### src/rtl/mem_port_arbiter.sv
// Two-requester arbiter for a single-port data memory: core vs loader, round-robin
// on ties, one fixed-latency transaction (IDLE->ISSUE->WAIT->DONE) per grant.
module mem_port_arbiter #(
  parameter int ADDR_W  = 32,
  parameter int DATA_W  = 32,
  parameter int MEM_LAT = 1
) (
  input  logic              clk,
  input  logic              rst,
  input  logic              core_req,
  input  logic              core_we,
  input  logic [ADDR_W-1:0] core_addr,
  input  logic [DATA_W-1:0] core_wdata,
  output logic [DATA_W-1:0] core_rdata,
  output logic              core_ack,
  input  logic              ldr_req,
  input  logic              ldr_we,
  input  logic [ADDR_W-1:0] ldr_addr,
  input  logic [DATA_W-1:0] ldr_wdata,
  output logic [DATA_W-1:0] ldr_rdata,
  output logic              ldr_ack,
  output logic              mem_en,
  output logic              mem_we,
  output logic [ADDR_W-1:0] mem_addr,
  output logic [DATA_W-1:0] mem_wdata,
  input  logic [DATA_W-1:0] mem_rdata,
  output logic              busy
);
  typedef enum logic [1:0] {IDLE, ISSUE, WAIT, DONE} state_t;

  localparam logic [3:0] LAT_M1 = 4'(MEM_LAT - 1);

  state_t            state_q, state_d;
  logic              last_ldr_q, last_ldr_d;
  logic              win_ldr_q, win_ldr_d;
  logic              we_q, we_d;
  logic [3:0]        cnt_q, cnt_d;
  logic              mem_en_q, mem_en_d;
  logic              mem_we_q, mem_we_d;
  logic [ADDR_W-1:0] mem_addr_q, mem_addr_d;
  logic [DATA_W-1:0] mem_wdata_q, mem_wdata_d;
  logic              core_ack_q, core_ack_d;
  logic              ldr_ack_q, ldr_ack_d;
  logic [DATA_W-1:0] core_rdata_q, core_rdata_d;
  logic [DATA_W-1:0] ldr_rdata_q, ldr_rdata_d;
  logic              busy_q, busy_d;
  logic              pick_ldr;

  always_comb begin
    state_d      = state_q;
    last_ldr_d   = last_ldr_q;
    win_ldr_d    = win_ldr_q;
    we_d         = we_q;
    cnt_d        = cnt_q;
    mem_en_d     = 1'b0;
    mem_we_d     = 1'b0;
    mem_addr_d   = mem_addr_q;
    mem_wdata_d  = mem_wdata_q;
    core_ack_d   = 1'b0;
    ldr_ack_d    = 1'b0;
    core_rdata_d = core_rdata_q;
    ldr_rdata_d  = ldr_rdata_q;
    // loader wins if alone, or on a tie when the core won last time
    pick_ldr     = ldr_req && (!core_req || !last_ldr_q);

    case (state_q)
      IDLE: begin
        if (core_req || ldr_req) begin
          win_ldr_d   = pick_ldr;
          last_ldr_d  = pick_ldr;
          we_d        = pick_ldr ? ldr_we    : core_we;
          mem_addr_d  = pick_ldr ? ldr_addr  : core_addr;
          mem_wdata_d = pick_ldr ? ldr_wdata : core_wdata;
          mem_en_d    = 1'b1;
          mem_we_d    = we_d;
          state_d     = ISSUE;
        end
      end
      ISSUE: begin
        cnt_d   = LAT_M1;
        state_d = WAIT;
      end
      WAIT: begin
        if (cnt_q == 4'd0) begin
          if (!we_q) begin
            if (win_ldr_q) ldr_rdata_d  = mem_rdata;
            else           core_rdata_d = mem_rdata;
          end
          core_ack_d = !win_ldr_q;
          ldr_ack_d  = win_ldr_q;
          state_d    = DONE;
        end else begin
          cnt_d = cnt_q - 4'd1;
        end
      end
      DONE:    state_d = IDLE;
      default: state_d = IDLE;
    endcase

    busy_d = (state_d != IDLE);
  end

  always_ff @(posedge clk or posedge rst) begin
    if (rst) begin
      state_q      <= IDLE;
      last_ldr_q   <= 1'b1;
      win_ldr_q    <= 1'b0;
      we_q         <= 1'b0;
      cnt_q        <= 4'd0;
      mem_en_q     <= 1'b0;
      mem_we_q     <= 1'b0;
      mem_addr_q   <= '0;
      mem_wdata_q  <= '0;
      core_ack_q   <= 1'b0;
      ldr_ack_q    <= 1'b0;
      core_rdata_q <= '0;
      ldr_rdata_q  <= '0;
      busy_q       <= 1'b0;
    end else begin
      state_q      <= state_d;
      last_ldr_q   <= last_ldr_d;
      win_ldr_q    <= win_ldr_d;
      we_q         <= we_d;
      cnt_q        <= cnt_d;
      mem_en_q     <= mem_en_d;
      mem_we_q     <= mem_we_d;
      mem_addr_q   <= mem_addr_d;
      mem_wdata_q  <= mem_wdata_d;
      core_ack_q   <= core_ack_d;
      ldr_ack_q    <= ldr_ack_d;
      core_rdata_q <= core_rdata_d;
      ldr_rdata_q  <= ldr_rdata_d;
      busy_q       <= busy_d;
    end
  end

  assign mem_en     = mem_en_q;
  assign mem_we     = mem_we_q;
  assign mem_addr   = mem_addr_q;
  assign mem_wdata  = mem_wdata_q;
  assign core_ack   = core_ack_q;
  assign ldr_ack    = ldr_ack_q;
  assign core_rdata = core_rdata_q;
  assign ldr_rdata  = ldr_rdata_q;
  assign busy       = busy_q;
endmodule

### config.mk
export PLATFORM = sky130hd
export DESIGN_NAME = mem_port_arbiter
export DESIGN_NICKNAME = d
export VERILOG_FILES = /design/src/rtl/mem_port_arbiter.sv
export SDC_FILE = /design/constraint.sdc
export NUM_CORES = 1
export LEC_CHECK = 0
export CAP_MARGIN = 20
export CORE_MARGIN = 4
export CORE_UTILIZATION = 41
export CTS_CLUSTER_SIZE = 28
export DETAILED_ROUTE_END_ITERATION = 10
export HOLD_SLACK_MARGIN = 0.06
export MAX_ROUTING_LAYER = met4
export PLACE_DENSITY = 0.85
export RECOVER_POWER = 25
export SYNTH_ARGS = -nofsm -noshare
export SYNTH_HDL_FRONTEND = slang
export SYNTH_SLANG_ARGS = --single-unit
### constraint.sdc
create_clock -name clk -period 6.35 [get_ports clk]
set_clock_uncertainty 0.15 [all_clocks]
set_input_delay 1.27 -clock clk [delete_from_list [all_inputs] [get_ports clk]]
set_output_delay 1.27 -clock clk [all_outputs]
set_load 0.02 [all_outputs]
# Word level (Yosys, flattened, before mapping)
# Index checks and enable logic that the tools add are counted.
word_totals:
  output_inout_bits: 133
  ff_bits: 142
  in_bits: 166
  wordCells: 51
op_classes:
  muxes: 16
  n_reduce_logical: 14
  eq_ne: 4
  bitwise: 2
  addsub: 1
op_table:
  columns: ["cell", "n"]
  rows:
  - ["32-bit 2-to-1 mux", 2]
  - ["1-bit 2-to-1 mux", 9]
  - ["2-bit case mux with 4 select lines", 1]
  - ["4-bit case mux with 2 select lines", 1]
  - ["4-bit AND reduction", 2]
  - ["2-bit == test, second input constant", 2]
  - ["4-bit zero test", 1]
  - ["2-bit 2-to-1 mux", 2]
  - ["4-bit 2-to-1 mux", 1]
  - ["2-bit AND reduction", 2]
  - ["2-bit nonzero test", 2]
  - ["4-bit by 1-bit subtractor with 4-bit output, second input constant", 1]
  - ["1-bit zero test", 3]
  - ["2-bit by 1-bit == test with 1-bit output, second input constant", 1]
  - ["2-bit zero test", 1]
  - ["1-bit logical OR", 2]
  - ["2-bit != test, second input constant", 1]
  - ["1-bit inverter", 2]
  - ["1-bit logical AND", 1]

# Longest topological paths before layout
# Gate-level depths: netlist of run 1.
depth:
  word_depth: 6
  depth_mapped: 8
  ltp_nobuf: 6

# Least setup slack after synthesis of run 1
# No wires, ideal clock.
synth_path:
  path_type: "input-to-reg"
  start: "in ldr_req"
  end: "reg mem_wdata_q[10] (netlist: mem_wdata[10])"
  t_arrival_ns: 2.074
  setup_time_ns: 0.077
  required_ns: 6.123
  path_slack_ns: 4.048
  path_stages: 5
  path_buffers: 2
  cell_sequence: "a21bo_2 -> buf_2 -> clkbuf_1 -> nand2_1 -> a21oi_1"
synth_via:
  elab_chain_cells: 2
  word_cells_on_any_way: 4
synth_rtl:
  columns: ["item", "line", "rtl"]
  rows:
  - ["from (decl)", "16", "input logic ldr_req,"]
  - ["1-bit logical AND or 1-bit logical OR (tied branches)", "64, 68", null]
  - ["32-bit 2-to-1 mux or 2-bit AND reduction (tied branches)", null, null]
  - ["to (signal assigned)", "128", "mem_wdata_q <= mem_wdata_d;"]
  - ["to (decl)", "41", "logic [DATA_W-1:0] mem_wdata_q, mem_wdata_d;"]
# Several ways; a longest one is shown, not always the timed one.
# A chain may end at the register's enable or synchronous reset.

# Final worst setup path of run 1
layout_path:
  start: "in core_req"
  end: "reg mem_wdata_q[14] (netlist: mem_wdata[14])"
layout_via:
  elab_chain_cells: 4
  word_cells_on_any_way: 6
layout_rtl:
  columns: ["item", "line", "rtl"]
  rows:
  - ["from (decl)", "10", "input logic core_req,"]
  - ["1-bit zero test", "64", "pick_ldr = ldr_req && (!core_req || !last_ldr_q);"]
  - ["1-bit logical OR", "64", null]
  - ["1-bit logical AND", "64", null]
  - ["32-bit 2-to-1 mux", "73", "mem_wdata_d = pick_ldr ? ldr_wdata : core_wdata;"]
# Several ways; a longest one is shown, not always the timed one.

==> run_results.csv, run 1 <==
group,metric,value,unit
run_status,status,"finished clean",
synth,synth_area_leaders,"dfrtp_1 59%, a21oi_1 11%, mux2_4 7.5%",
placed_design,io_buffers,298,
global_route,grt_max_degree,102,
drt,wl_per_cell,18.14,µm
synth,yosys_warnings,0,
worst_setup_path,required,6.53,ns
clocking,ctsHtreeMaxLevel,4,
floorplanning,die-area,0.01670,mm²
synth,ys_seq_area_share,59.00,%
global_route,overflow,0,
hold_path,hold_path_class,"register to register",
worst_setup_path,rrSetupSlack,3.71,ns
worst_setup_path,worst-path-buf-inv,3,
synth,muxShareOfSynthArea,14.00,%
sta,fin_tns_setup,0,ns
drt,drc,0,
synth,synth_xor_area_share,0,%
final_layout,fillCellCount,1101,
worst_setup_path,path_class,"primary input to register",
worst_setup_path,start_kind,"primary input",
sta,clock.fmax,0.3030,GHz
worst_setup_path,crit_family,"buffers and inverters",
sta,finalCriticalPeriod,3.300,ns
floorplanning,core,0.01448,mm²
floorplanning,ioPinCount,299,
sta,final_hold_viol_count,0,
synth,netlist_area,0.006025,mm²
global_route,met2_usage,36.95,%
job,drv_cap,0,
final_layout,area_growth,61.14,%
drt,drt_pass1_iterations,4,
global_route,grt_pass1_wl,28.04,mm
floorplanning,initial_core_util,41.61,%
drt,first_iter_violations,213,
synth,yosysUniqueCellTypes,34,
worst_setup_path,cp.arrival,3.48,ns
placed_design,gp_congestion,0.8227,
worst_setup_path,reg2reg_to,"mem_wdata[14]",
floorplanning,die_w,129.2,µm
synth,syn_nets,713,
sta,fin_crit_sh,51.97,%
clocking,cts_buffers,17,
sta,slew_headroom,41.22,%
synth,syn_inst,543,
clocking,insertion_delay,0.41,ns
power,p_leak,4.235,nW
final_layout,finish.utilization,67.05,%
worst_setup_path,r2r_start,"state_q[0]",
worst_setup_path,rr_worst_depth,7,
hold_path,min_to,"core_rdata[16]",
global_route,antenna_found_initial,0,
final_layout,multi_input_area,0.002273,mm²
synth,yosys.area.top_type,"dfrtp_1",
floorplanning,num_rows,44,
clocking,postCtsSetupRepairBufs,0,
synth,synth_compound_area_share,12.40,%
synth,synth_top_area_share,58.57,%
placed_design,place_hpwl,13.33,mm
synth,synthAdderAreaFrac,0.8307,%
global_route,grtUsageMet3,6.966,%
global_route,use_met1,26.48,%
clocking,cts_tree,"done",
drt,vias_per_cell,5.091,
worst_setup_path,cp-end-kind,"register",
final_layout,antenna_cells,0,
sta,rsz0062_at_grt,"no",
clocking,clock-sinks,142,
final_layout,layout_common_cells,"296 x clkdlybuf4s50_1, 141 x dfrtp_1, 130 x a21oi_1, 70 x nor2_1, 65 x nand2_1",
final_layout,final_common_cell,"clkdlybuf4s50_1",
power,power.density,529.3,mW/mm²
drt,wirelength,18.67,mm
hold_path,min_from,"core_rdata[16]",
final_layout,nNetsFinal,1002,
drt,vias,5239,
final_layout,drive_gt1_share,12.90,%
global_route,grt_pass1_vias,5291,
drt,ant_nets,0,
sta,drv_slew,0,
clocking,cts-resized-gates,0,
worst_setup_path,path_cells,"clkdlybuf4s50_1 -> o21ai_4 -> inv_1 -> buf_4 -> nor2_1 -> a21oi_1",
clocking,clockBufferDepth,2,
power,ir_worst_vdd,258.3,µV
clocking,ctsHoldBuffers,0,
global_route,busiest_layer,"met2",
synth,synth_top_family_by_area,"multiplexers",
sta,finalSetupViolCount,0,
worst_setup_path,cp_slowest_cell,"clkdlybuf4s50_1",
worst_setup_path,cp_max_fo,48,
final_layout,ff_latch_area,0.003555,mm²
synth,synth_seq_cells,142,
synth,synthSimpleGateAreaFrac,10.20,%
hold_path,holdPathStages,1,
clocking,cts-root-buf,"clkbuf_16",
synth,synth.avg_cell_area,11.09,µm²
worst_setup_path,slowest_delay,0.64,ns
floorplanning,die_y,129.2,µm
global_route,grtUsageTotal,22.53,%
clocking,clkTransAtPathRegs,0.06,ns
sta,tightestPinTransition,0.8817,ns
[cell families (layout without fill, tap and decap cells)]
group	after synthesis	in the layout
AO/OA/AOI/OAI	145	145
adder cells (fa/ha/maj)	4	4
buffers and inverters	40	342
flip-flops	142	142
multiplexers	65	65
AND/OR/NAND/NOR	147	147
[power by group]
part,leakage [nW],internal (mW),switching (mW)
sequential,1.64,1.36,0.252
clock,0.279,0.571,0.385
combinational,2.32,1.28,1.30
total,4.24,3.21,1.93
[area by class of cell]
class	count	share of cell area [%]
Multi-Input combinational cell	361	23.42
Inverter	6	0.2835
Tap cell	184	2.371
Sequential cell	142	36.62
Timing Repair Buffer	304	31.40
Clock inverter	12	1.108
Clock buffer	20	4.807
[cell usage after synthesis (all sizes together)]
library cell and n:
nand2 66, or3b 1, o31ai 1, or2 1
clkbuf 9, mux2i 1, nor2b 2, buf 25
or4 1, o21ai 8, and3b 1, ha 4
inv 6, nand2b 1, nor2 70, and2 1
nand3b 1, a21boi 1, dfrtp 141, and4bb 1
a31oi 1, a21oi 130, nor4b 1, dfstp 1
a211oi 1, a22o 2, a21bo 1, mux2 64
[state kept, by name (all words and copies together), names as in the netlist, 2 cells and up]
name	count
mem_wdata	32
mem_addr	32
core_rdata	32
cnt_q	4
state_q	2
ldr_rdata	32
[routing by layer]
metal,up-vias,part of all wire (%)
li1,2431,-
met5,-,0
met4,0,2.1
met2,260,50
met1,2517,39
met3,31,9.0
[worst max-delay path by stage]
stage,startpoint,to,slack (ns),cells past startpoint
3_5_place_dp,ldr_req,mem_wdata[14],2.55,5
5_1_grt,ldr_req,mem_wdata[12],2.89,6
6_report,core_req,mem_wdata[14],3.05,6
3_3_place_gp,ldr_req,mem_addr[30],2.64,5
2_1_floorplan,rst,busy,1.12,1
4_1_cts,ldr_req,mem_addr[30],2.96,5
[worst reg2reg max path: stages, from the launching register on]
cell,delay [ns]
dfrtp_1,0.42
inv_1,0.09
ha_1,0.32
o21ai_4,0.09
inv_1,0.61
buf_4,0.59
nor2_1,0.13
a21oi_1,0.16
[through the flow]
step	setup WS [ns]	hold slack, ns	std cells	area [µm²]	power [mW]
after floorplan	1.122	0.3359	543	6025	2.975
after global placement	2.638	0.3243	996	9110	4.126
after detailed placement	2.547	0.3337	996	9110	4.201
after CTS	2.961	0.3466	1028	9684	5.184
after global routing	2.895	0.3620	1029	9708	5.419
final	3.050	0.3479	1029	9708	5.139
Note: power is estimated with default switching activity, not from simulation.
==> inputs of run 2 (changes only) <==
- clock period: 6.35 -> 3.3 ns (I/O delays scaled with it)
==> run 2 against run 1 <==
  * The flow now finishes with violations (capacitance limit, slew limit)
  * Global-route usage decreased by 0.22 points
  * Total power increased by 98%
  * Sequential cell count unchanged
  * Final area increased by 1.2%
  * Combinational power increased by 93%
  * Worst hold slack improved by 0.0039 ns
  * Worst setup slack got worse by 2.3 ns
  * Critical endpoint is now core_rdata[16]
==> run_results.csv, run 2 (synthesis results as in run 1) <==
group,metric,value,unit
sta,tightestPinTransition,1.601,ns
floorplanning,ioPinCount,299,
final_layout,fillCellCount,1071,
worst_setup_path,rrSetupSlack,0.76,ns
placed_design,io_buffers,298,
placed_design,dpl_worst_slack,0.6687,ns
placed_design,gp_congestion,0.8162,
hold_path,hold_path_class,"register to register",
drt,first_iter_violations,180,
power,power,10.17,mW
sta,setup_slack,0.7609,ns
final_layout,final_common_cell,"clkdlybuf4s50_1",
final_layout,multi_input_area,0.002273,mm²
placed_design,place_hpwl,13.38,mm
sta,finalCriticalPeriod,2.539,ns
floorplanning,initial_core_util,41.61,%
drt,ant_nets,0,
clocking,postCtsSetupRepairBufs,0,
global_route,grt_pass1_vias,5268,
clocking,cts-root-buf,"clkbuf_16",
power,p_comb_share,48.7,%
hold_path,min_from,"core_rdata[14]",
placed_design,placed_cells,1000,
global_route,antenna_found_initial,0,
placed_design,dpl_cell_area,0.009189,mm²
final_layout,area_growth,63.03,%
sta,fin_tns_setup,0,ns
worst_setup_path,required,3.44,ns
drt,wl_per_cell,18.20,µm
worst_setup_path,critPathLaunch,"state_q[0]",
power,p_int,6.393,mW
power,p_clk_share,20.6,%
power,switchingPower,3.778,mW
floorplanning,num_rows,44,
sta,clock.fmax,0.3938,GHz
power,switching_share,37.15,%
worst_setup_path,start_kind,"register",
sta,timing.hold.ws,0.3518,ns
global_route,grt_pass1_wl,27.74,mm
worst_setup_path,r2r_start,"state_q[0]",
floorplanning,die-area,0.01670,mm²
worst_setup_path,cp-end-kind,"register",
clocking,clockBufferDepth,2,
drt,drc,0,
drt,dr_wl_met2,9.304,mm
drt,wirelength,18.78,mm
job,drv_cap,1,
sta,slew_headroom,-7.311,%
drt,vias_per_cell,5.065,
global_route,grtUsageTotal,22.31,%
sta,fin_crit_sh,76.94,%
final_layout,ff_latch_area,0.003555,mm²
drt,vias,5227,
sta,rsz0062_at_grt,"no",
run_status,failed_checks,"capacitance limit, slew limit",
floorplanning,die_y,129.2,µm
drt,highest_layer,"met4",
global_route,overflow,0,
drt,m1WireLength,7.541,mm
final_layout,nNetsFinal,1005,
final_layout,fin_cells,1032,
clocking,ctsHoldBuffers,0,
run_status,status,"finished, violations left",
floorplanning,die_w,129.2,µm
sta,final_hold_viol_count,0,
final_layout,layout_common_cells,"297 x clkdlybuf4s50_1, 141 x dfrtp_1, 130 x a21oi_1, 70 x nor2_1, 65 x nand2_1",
power,power.density,1036,mW/mm²
power,ir_worst_vdd,570.6,µV
clocking,clkTransAtPathRegs,0.06,ns
final_layout,final_cell_area,0.009822,mm²
power,seqPwrFrac,30.7,%
clocking,cts_tree,"done",
floorplanning,core,0.01448,mm²
drt,drt_pass1_iterations,5,
worst_setup_path,cp_max_fo,32,
clocking,ctsHtreeMaxLevel,4,
final_layout,antenna_cells,0,
sta,finalSetupViolCount,0,
final_layout,finish.utilization,67.84,%
worst_setup_path,path_class,"register to register",
clocking,clock-sinks,142,
clocking,cts_buffers,17,
clocking,insertion_delay,0.42,ns
power,p_leak,4.285,nW
worst_setup_path,cp.arrival,2.68,ns
global_route,grt_max_degree,67,
drt,wl_met3,1.583,mm
clocking,cts-resized-gates,0,
final_layout,drive_gt1_share,13.21,%
sta,drv_slew,32,
run 2: changes by cell type in the layout (fill, tap and decap cells not counted), sizes merged:
cell           previous run  this run
buf                       6         8
bufinv                    1         4
clkbuf                   20        19
clkdlybuf4s50           296       297
clkinv                    5         4
clkinvlp                  3         2
dlygate4sd3               2         1
inv                       9        10
run 2: final timing paths:
path / endpoint / depth (start not counted)
max in group asynchronous: mem_wdata[0] / 3
worst max-delay path: core_rdata[16] / 5
worst min register to register: core_rdata[14] / 1
worst min-delay path: core_rdata[14] / 1
min in group asynchronous: mem_wdata[30] / 2
worst max register to register: core_rdata[16] / 5
run 2: final cells by class:
cell class | instances | share of cell area (%)
flip-flops and latches | 142 | 36.19
repair buffers | 307 | 31.53
multi-input cells | 361 | 23.15
clock buffers | 18 | 4.471
well taps | 184 | 2.344
clock inverters | 14 | 2.076
inverters | 6 | 0.2420
run 2: critical path, cell delays in order (launching register included):
cell and delay (ns):
dfrtp_1 0.41, inv_1 0.09, ha_1 0.28, and4bb_1 0.40, nand2_2 0.53, mux2_1 0.54
run 2: metal layers:
layer / track usage [%] / vias up
li1: - / 2430
met1: 26.08 / 2506
met2: 37.16 / 262
met3: 6.884 / 29
met4: 6.609 / 0
met5: - / -
run 2: power groups by stage:
stage | Combinational (mW) | Sequential [mW] | Clock (mW)
2_1_floorplan | 1.64 | 4.08 | 0
3_3_place_gp | 4.90 | 3.08 | 0
3_5_place_dp | 4.99 | 3.13 | 0
4_1_cts | 5.02 | 3.12 | 2.13
5_1_grt | 5.28 | 3.22 | 2.19
6_report | 4.96 | 3.12 | 2.09
==> inputs of run 3 (changes only) <==
- clock period: 3.3 -> 2.5 ns (I/O delays scaled with it)
==> run 3 against run 2 <==
  * The flow now finishes without violations
  * Global-route usage is 0.56 points higher
  * Utilization increased by 0.060 points
  * Clock power increased by 16%
  * Clock-buffer cell count is 1 lower
  * Final area is essentially flat
==> run_results.csv, run 3 (synthesis results as in run 1) <==
group,metric,value,unit
run_status,status,"finished clean",
clocking,ctsHtreeMaxLevel,4,
global_route,grt_pass1_wl,28.52,mm
drt,drt_pass1_iterations,4,
floorplanning,core,0.01448,mm²
sta,clock.fmax,0.4562,GHz
drt,highest_layer,"met4",
power,ir_worst_vdd,660.0,µV
drt,vias_per_cell,5.103,
clocking,clkTransAtPathRegs,0.06,ns
final_layout,final_common_cell,"clkdlybuf4s50_1",
clocking,ctsHoldBuffers,0,
floorplanning,num_rows,44,
final_layout,fillCellCount,1064,
sta,fin_tns_setup,0,ns
drt,wl_per_cell,18.24,µm
worst_setup_path,reg2reg_to,"ldr_rdata[13]",
final_layout,area_growth,63.18,%
power,power,13.16,mW
floorplanning,die-area,0.01670,mm²
global_route,antenna_found_initial,2,
clocking,postCtsSetupRepairBufs,0,
global_route,grt_pass1_vias,5408,
hold_path,hold_path_class,"register to register",
placed_design,gp_congestion,0.8199,
drt,first_iter_violations,225,
worst_setup_path,rrSetupSlack,0.31,ns
worst_setup_path,cp.arrival,2.33,ns
drt,m1WireLength,7.526,mm
global_route,grt_max_degree,96,
sta,rsz0062_at_grt,"no",
final_layout,layout_common_cells,"297 x clkdlybuf4s50_1, 141 x dfrtp_1, 130 x a21oi_1, 70 x nor2_1, 65 x nand2_1",
worst_setup_path,path_class,"register to register",
global_route,grtUsageTotal,22.88,%
floorplanning,initial_core_util,41.61,%
sta,fin_crit_sh,87.68,%
clocking,clock-sinks,142,
clocking,insertion_delay,0.41,ns
placed_design,io_buffers,298,
clocking,clockBufferDepth,2,
worst_setup_path,required,2.64,ns
clocking,cts-root-buf,"clkbuf_16",
worst_setup_path,start_kind,"register",
drt,dr_wl_met2,9.320,mm
final_layout,multi_input_area,0.002277,mm²
clocking,cts-resized-gates,0,
sta,finalCriticalPeriod,2.192,ns
final_layout,nNetsFinal,1008,
job,drv_cap,0,
floorplanning,die_y,129.2,µm
power,p_leak,4.280,nW
sta,final_hold_viol_count,0,
sta,slew_headroom,16.57,%
sta,drv_slew,0,
final_layout,ff_latch_area,0.003555,mm²
placed_design,place_hpwl,13.78,mm
hold_path,min_to,"core_rdata[15]",
global_route,overflow,0,
worst_setup_path,rr_worst_depth,6,
drt,wirelength,18.93,mm
sta,timing.hold.ws,0.3486,ns
worst_setup_path,r2r_start,"state_q[0]",
drt,ant_nets,0,
drt,vias,5297,
sta,tightestPinTransition,1.251,ns
worst_setup_path,cp-end-kind,"register",
sta,finalSetupViolCount,0,
power,power.density,1339,mW/mm²
drt,wl_met3,1.595,mm
drt,drc,0,
floorplanning,die_w,129.2,µm
clocking,cts_buffers,17,
floorplanning,ioPinCount,299,
hold_path,holdPathStages,1,
final_layout,drive_gt1_share,13.75,%
worst_setup_path,cp_max_fo,11,
clocking,cts_tree,"done",
hold_path,min_from,"core_rdata[15]",
==> run 3: cell types whose count changed in the layout (fill, tap and decap cells not counted), moves of 2 or more <==
cell / previous run / this run
clkinv_8: 0 / 2
clkinvlp_4: 1 / 3
diode_2: 0 / 3
bufinv_16: 4 / 0
clkinv_2: 2 / 0
buf_12: 4 / 7
clkinv_4: 2 / 4
==> run 3: per-stage QoR <==
step / cells / utilization (%) / area [µm²] / setup slack, ns
after floorplan: 543 / - / 6028 / 0.07375
after global placement: 1003 / 63.96 / 9261 / 0.3367
after detailed placement: 1003 / 63.96 / 9261 / 0.2680
after CTS: 1035 / 67.95 / 9838 / 0.2905
after global routing: 1037 / 67.88 / 9828 / 0.2107
final: 1038 / 67.90 / 9831 / 0.3081
==> run 3: area by class of cell <==
| type | instances | share of cell area (%) |
|---|---|---|
| Antenna cell | 3 | 0.07637 |
| Multi-Input combinational cell | 361 | 23.16 |
| Clock buffer | 17 | 4.327 |
| Clock inverter | 15 | 1.540 |
| Inverter | 6 | 0.2673 |
| Tap cell | 184 | 2.342 |
| Sequential cell | 142 | 36.16 |
| Timing Repair Buffer | 310 | 32.12 |
==> run 3: worst max path at each step <==
stage | from | end | cells past startpoint
3_3_place_gp | ldr_req | mem_wdata[2] | 5
5_1_grt | state_q[0] | ldr_rdata[27] | 6
3_5_place_dp | ldr_req | mem_wdata[29] | 5
4_1_cts | state_q[0] | ldr_rdata[27] | 6
2_1_floorplan | rst | busy | 1
6_report | state_q[0] | ldr_rdata[13] | 6
==> run 3: per-layer routing <==
layer  global-route usage, %  up-vias
met5                       -        -
met4                   7.227        0
met3                   8.409       32
met2                   37.84      252
met1                   25.92     2563
li1                        -     2450
==> run 3: critical path, cell delays in order, from the launching register on <==
cell and delay (ns):
dfrtp_1 0.41, inv_1 0.10, ha_1 0.28, and4bb_4 0.33, nand3b_4 0.24, buf_12 0.25, mux2_4 0.30
==> run 3: report_power, final <==
| part | switching, mW | leakage, nW | internal (mW) |
|---|---|---|---|
| combinational | 3.30 | 2.37 | 3.32 |
| sequential | 0.670 | 1.64 | 3.45 |
| clock | 1.10 | 0.276 | 1.32 |
